$ cat config.mk
export PLATFORM = sky130hd
export DESIGN_NAME = spi_mem_ctrl
export DESIGN_NICKNAME = d
export VERILOG_FILES = /design/src/rtl/spi_mem_pkg.sv /design/src/rtl/spi_mem_ram.sv /design/src/rtl/spi_mem_ctrl.sv
export SDC_FILE = /design/constraint.sdc
export NUM_CORES = 2
export LEC_CHECK = 0
export ABC_AREA = 1
export BUFFER_PORTS_ARGS = -buffer_cell sky130_fd_sc_hd__buf_2
export CELL_PAD_IN_SITES_DETAIL_PLACEMENT = 1
export CELL_PAD_IN_SITES_GLOBAL_PLACEMENT = 2
export CORE_ASPECT_RATIO = 0.5
export CORE_MARGIN = 2
export CORE_UTILIZATION = 47
export DETAILED_ROUTE_END_ITERATION = 8
export GPL_ROUTABILITY_DRIVEN = 1
export PLACE_DENSITY_LB_ADDON = 0.1
export RECOVER_POWER = 50
export SLEW_MARGIN = 20
export SYNTH_ARGS = -nofsm -noshare
export SYNTH_HDL_FRONTEND = slang
export SYNTH_SLANG_ARGS = --single-unit
$ cat constraint.sdc
create_clock -name clk -period 3.8 [get_ports clk]
set_input_delay 0.38 -clock clk [delete_from_list [all_inputs] [get_ports clk]]
set_output_delay 0.38 -clock clk [all_outputs]
set_load 0.1 [all_outputs]
$ cat src/rtl/spi_mem_pkg.sv
// SPI memory controller shared definitions.
// Opcodes carried in the top two bits of each command word.
package spi_mem_pkg;

  localparam logic [1:0] OP_WR_ADDR = 2'b00;
  localparam logic [1:0] OP_WR_DATA = 2'b01;
  localparam logic [1:0] OP_RD_ADDR = 2'b10;
  localparam logic [1:0] OP_RD_DATA = 2'b11;

endpackage

$ cat src/rtl/spi_mem_ram.sv
// Word storage for the SPI memory controller.
// One synchronous write port, one registered read port.
module spi_mem_ram #(
  parameter int DATA_W = 8,
  parameter int ADDR_W = 8,
  parameter int DEPTH  = 256
) (
  input  logic              clk,
  input  logic              rst_n,
  input  logic              we,
  input  logic [ADDR_W-1:0] wa,
  input  logic [DATA_W-1:0] wd,
  input  logic              re,
  input  logic [ADDR_W-1:0] ra,
  output logic [DATA_W-1:0] rd
);

  logic [DATA_W-1:0] mem [DEPTH];

  // Array write; contents survive reset.
  always_ff @(posedge clk) begin
    if (we) mem[wa] <= wd;
  end

  // Read register: cleared on reset, holds between reads.
  always_ff @(posedge clk) begin
    if (!rst_n)  rd <= '0;
    else if (re) rd <= mem[ra];
  end

endmodule

$ cat src/rtl/spi_mem_ctrl.sv
// SPI memory controller: command decode and address state.
// Storage and read data register live in spi_mem_ram.
module spi_mem_ctrl
  import spi_mem_pkg::*;
#(
  parameter int DATA_W   = 8,
  parameter int ADDR_W   = 8,
  parameter int DEPTH    = 256,
  parameter int AUTO_INC = 1
) (
  input  logic              clk,
  input  logic              rst_n,
  input  logic [DATA_W+1:0] din,
  input  logic              rx_valid,
  output logic [DATA_W-1:0] dout,
  output logic              tx_valid,
  output logic              addr_err
);

  localparam logic [ADDR_W:0]   DEPTH_L = (ADDR_W+1)'(DEPTH);
  localparam logic [ADDR_W-1:0] LAST    = ADDR_W'(DEPTH - 1);

  logic [ADDR_W-1:0] wr_addr;
  logic [ADDR_W-1:0] rd_addr;
  logic [1:0]        op;
  logic [DATA_W-1:0] pl;
  logic [ADDR_W-1:0] ld;
  logic              ld_ok;
  logic              is_wa, is_wd, is_ra, is_rd;
  logic              we, re;

  assign op    = din[DATA_W+1:DATA_W];
  assign pl    = din[DATA_W-1:0];
  assign ld    = din[ADDR_W-1:0];
  assign ld_ok = {1'b0, ld} < DEPTH_L;

  assign is_wa = op == OP_WR_ADDR;
  assign is_wd = op == OP_WR_DATA;
  assign is_ra = op == OP_RD_ADDR;
  assign is_rd = op == OP_RD_DATA;

  // Reset wins over any command in the same cycle.
  assign we = rst_n && rx_valid && is_wd;
  assign re = rst_n && rx_valid && is_rd;

  function automatic logic [ADDR_W-1:0] nxt(
    input logic [ADDR_W-1:0] a
  );
    if (AUTO_INC == 0) return a;
    return (a == LAST) ? '0 : a + 1'b1;
  endfunction

  // Address registers, read strobe and sticky range error.
  always_ff @(posedge clk) begin
    if (!rst_n) begin
      wr_addr  <= '0;
      rd_addr  <= '0;
      tx_valid <= 1'b0;
      addr_err <= 1'b0;
    end else begin
      tx_valid <= re;
      if (rx_valid) begin
        unique case (1'b1)
          is_wa: begin
            if (ld_ok) wr_addr  <= ld;
            else       addr_err <= 1'b1;
          end
          is_wd: wr_addr <= nxt(wr_addr);
          is_ra: begin
            if (ld_ok) rd_addr  <= ld;
            else       addr_err <= 1'b1;
          end
          is_rd: rd_addr <= nxt(rd_addr);
          default: ;
        endcase
      end
    end
  end

  spi_mem_ram #(
    .DATA_W(DATA_W),
    .ADDR_W(ADDR_W),
    .DEPTH (DEPTH)
  ) u_ram (
    .clk  (clk),
    .rst_n(rst_n),
    .we   (we),
    .wa   (wr_addr),
    .wd   (pl),
    .re   (re),
    .ra   (rd_addr),
    .rd   (dout)
  );

endmodule

==> results.tsv <==
stage	metric	value	unit
run_status	status	finished, violations left	
run_status	failing checks	max-capacitance violations, max-slew violations	
clock_network	clock sinks	2073	
worst_setup_path	FF-to-FF path depth	14	
yosys	Area contributors post-synth	edfxtp_1, nand2_1, nand3_1	
pwr	Pwr Total	48.4	mW
yosys	area share of fa/ha/maj cells after synthesis	0.0710	%
timing	RSZ-0062 raised after global routing	no	
yosys	largest family of logic cells by synthesized area	simple AND/OR/NAND/NOR gates	
clock_network	clk slew on worst S/H paths	70	ps
yosys	Ys Warns	0	
yosys	Syn Area/Cell	11.2	um2
yosys	Post-Synth XOR/XNOR Area	0.00994	%
timing	setup TNS	0	ps
yosys	Synth Area in Compound Gates	3.87	%
die	die height	310	um
global_routing	GR Overflow Total	0	
timing	FMAX	273	MHz
global_routing	vias in the first global route	61400	
global_routing	Total Routing Usage GR	29.2	%
timing	Final Max Slew Viols	1092	
detailed_routing	DRC	0	
detailed_routing	Detailed Routing Iterations Pass 1	6	
clock_network	post-CTS sizing	0	
yosys	post-synthesis cell type count	37	
finish	share of cells above drive strength 1	7.33	%
worst_setup_path	Startpoint Class	register	
timing	Final Setup Violations	0	
yosys	Synth top area share	69.8	%
yosys	register bit total from synthesis	2073	
finish	Reg area	62000	um2
yosys	Post-synth EDFFs	2048	
hold_path	Hold Path Class	in -> reg	
global_routing	initial antenna violation count	13	
worst_setup_path	crit-path max FO	57	
clock_network	hold buffers post-CTS	3	
timing	Min Clock Period, post-route	3660	ps
hold_path	hold depth	4	
detailed_routing	DR vias	60200	
worst_setup_path	Worst EP required	4530	ps
yosys	post-synthesis cell area	88100	um2
timing	endpoints failing hold	0	
pwr	leakage	36.1	nW
job	Max Cap Violations	16	
die	die width	616	um
timing	Worst-Margin Slew	3600	ps
clock_network	H-tree levels	4	
yosys	Syn Inst Count	7891	
detailed_routing	final WL	280	mm
yosys	Yosys top cell by area	edfxtp_1	
worst_setup_path	Crit. End Element	register	
worst_setup_path	Crit Path Category	reg -> reg	
yosys	Synth Flop Type	edfxtp_1	
detailed_routing	ANT nets after route	0	
place	hpwl dp	165	mm
clock_network	clk_lat worst skew	840	ps
finish	# nets final	7925	
clock_network	CTS tree	yes	
timing	Tcrit/Tclk final	96.3	%
global_routing	first-pass GRT wire length	412	mm
worst_setup_path	CP Data Arrival Time	4390	ps
yosys	register area share after synthesis	70.3	%
timing	slew margin rel.	-140	%
die	total core area	186000	um2
global_routing	largest net degree at the start of global routing	180	
die	Initial Utilization	47.3	%
yosys	post-synthesis simple-gate area fraction	19.2	%
yosys	syn nets	7909	
die	area of the die	191000	um2
clock_network	root buf cell	clkbuf_16	
timing	clk_skew	36.4	ps
finish	filler cell count	19700	
die	Core Rows	112	
clock_network	CTS Buf Count	194	
detailed_routing	Avg WL per Cell	26.5	um
detailed_routing	DR vias/cell	5.70	
place	gp weighted congestion	0.851	
yosys	post-synthesis mux area share	0	%
place	buffers added on ports	21	
clock_network	CTS Buffer Depth	4	
finish	area added between synthesis and finish	10.5	%
pwr	pwr/cell area	497	nW/um2
pwr	Max VDD drop	0.352	mV
yosys	most frequent cells after synthesis	edfxtp_1, nand2_1, nand3_1	
clock_network	Setup Buffers After CTS	0	
finish	Multi-input gate area	20500	um2
yosys	Synth async-reset ratio	0	%
yosys	most used standard cell by instance count after synthesis	edfxtp_1	
detailed_routing	Initial DRC Count	6557	
die	IO Pins	23	
==> layer usage <==
metal	track usage (%)	wire [um]	up-vias
met1	42.3	126000	31000
met5	0	41	-
li1	-	-	26900
met2	46.6	128000	1926
met3	4.44	19600	356
met4	6.74	6210	6
==> logic make-up after synthesis <==
logic type	Yosys count
AOI/OAI and AO/OA	561
buffers and inverters	1279
DFF	2073
adders and majority gates	5
and+or+nand+nor	3971
other	1
xor gates and xnor gates	1
==> final timing paths <==
kind | from | end | slack [ps]
setup / recovery | rd_addr[0] | u_ram.rd[4] | 140
hold / removal | din[9] | wr_addr[1] | 80
setup reg to reg | rd_addr[0] | u_ram.rd[4] | 140
hold reg to reg | wr_addr[6] | wr_addr[6] | 570
==> area by class of cell <==
type                            instances  share of cell area (%)
Clock buffer                          240                    5.28
Antenna cell                            3                 0.00771
Inverter                              793                    3.08
Tap cell                             2508                    3.22
Timing Repair Buffer                  306                    2.85
Sequential cell                      2073                    63.7
Clock inverter                        103                   0.909
Multi-Input combinational cell       4539                    21.0
==> per-stage QoR <==
stage | hold WS [ps] | utilization (%) | area [um2] | worst slack [ps] | instances
after global routing | 35.2 | 52.3 | 97400 | 69.2 | 10600
after detailed placement | 551 | 49.2 | 91700 | 287 | 10200
after global placement | 526 | 49.2 | 91700 | 327 | 10200
final | 80.9 | 52.3 | 97400 | 140 | 10600
after floorplan | 479 | - | 88100 | 1550 | 7891
after CTS | 3.21 | 52.4 | 97700 | 269 | 10600
==> critical path, stage by stage, from the launching register on <==
cell,delay [ps]
dfxtp_4,490
inv_8,480
buf_12,360
buf_4,300
nand2_1,90
o211ai_1,90
nand3_1,200
nand3_1,200
nand3_1,150
nand3_1,370
nand2_1,100
nand2_1,70
nand3_1,280
nand3_1,210
nand2_1,70
==> placed cells by master (no fill, tap or decap), types with 114 or more instances in the layout <==
| cell type | instances |
|---|---|
| nand2_1 | 1814 |
| inv_1 | 783 |
| o21ai_0 | 213 |
| nor2_1 | 727 |
| buf_4 | 201 |
| edfxtp_1 | 2048 |
| or2_1 | 114 |
| clkbuf_16 | 199 |
| o211ai_1 | 222 |
| nand3_1 | 1188 |
==> state kept, by name, indices dropped and copies added (netlist names) <==
register and count:
u_ram.rd 8, rd_addr 8, wr_addr 8, u_ram.mem 2048, tx_valid 1
==> where the power goes <==
group / internal, mW / switching, mW / leakage [nW]
combinational: 0.918 / 2.91 / 14.6
sequential: 25.1 / 0.0621 / 18.6
clock: 10.7 / 8.75 / 2.95
(Power assumes the default switching activity.)
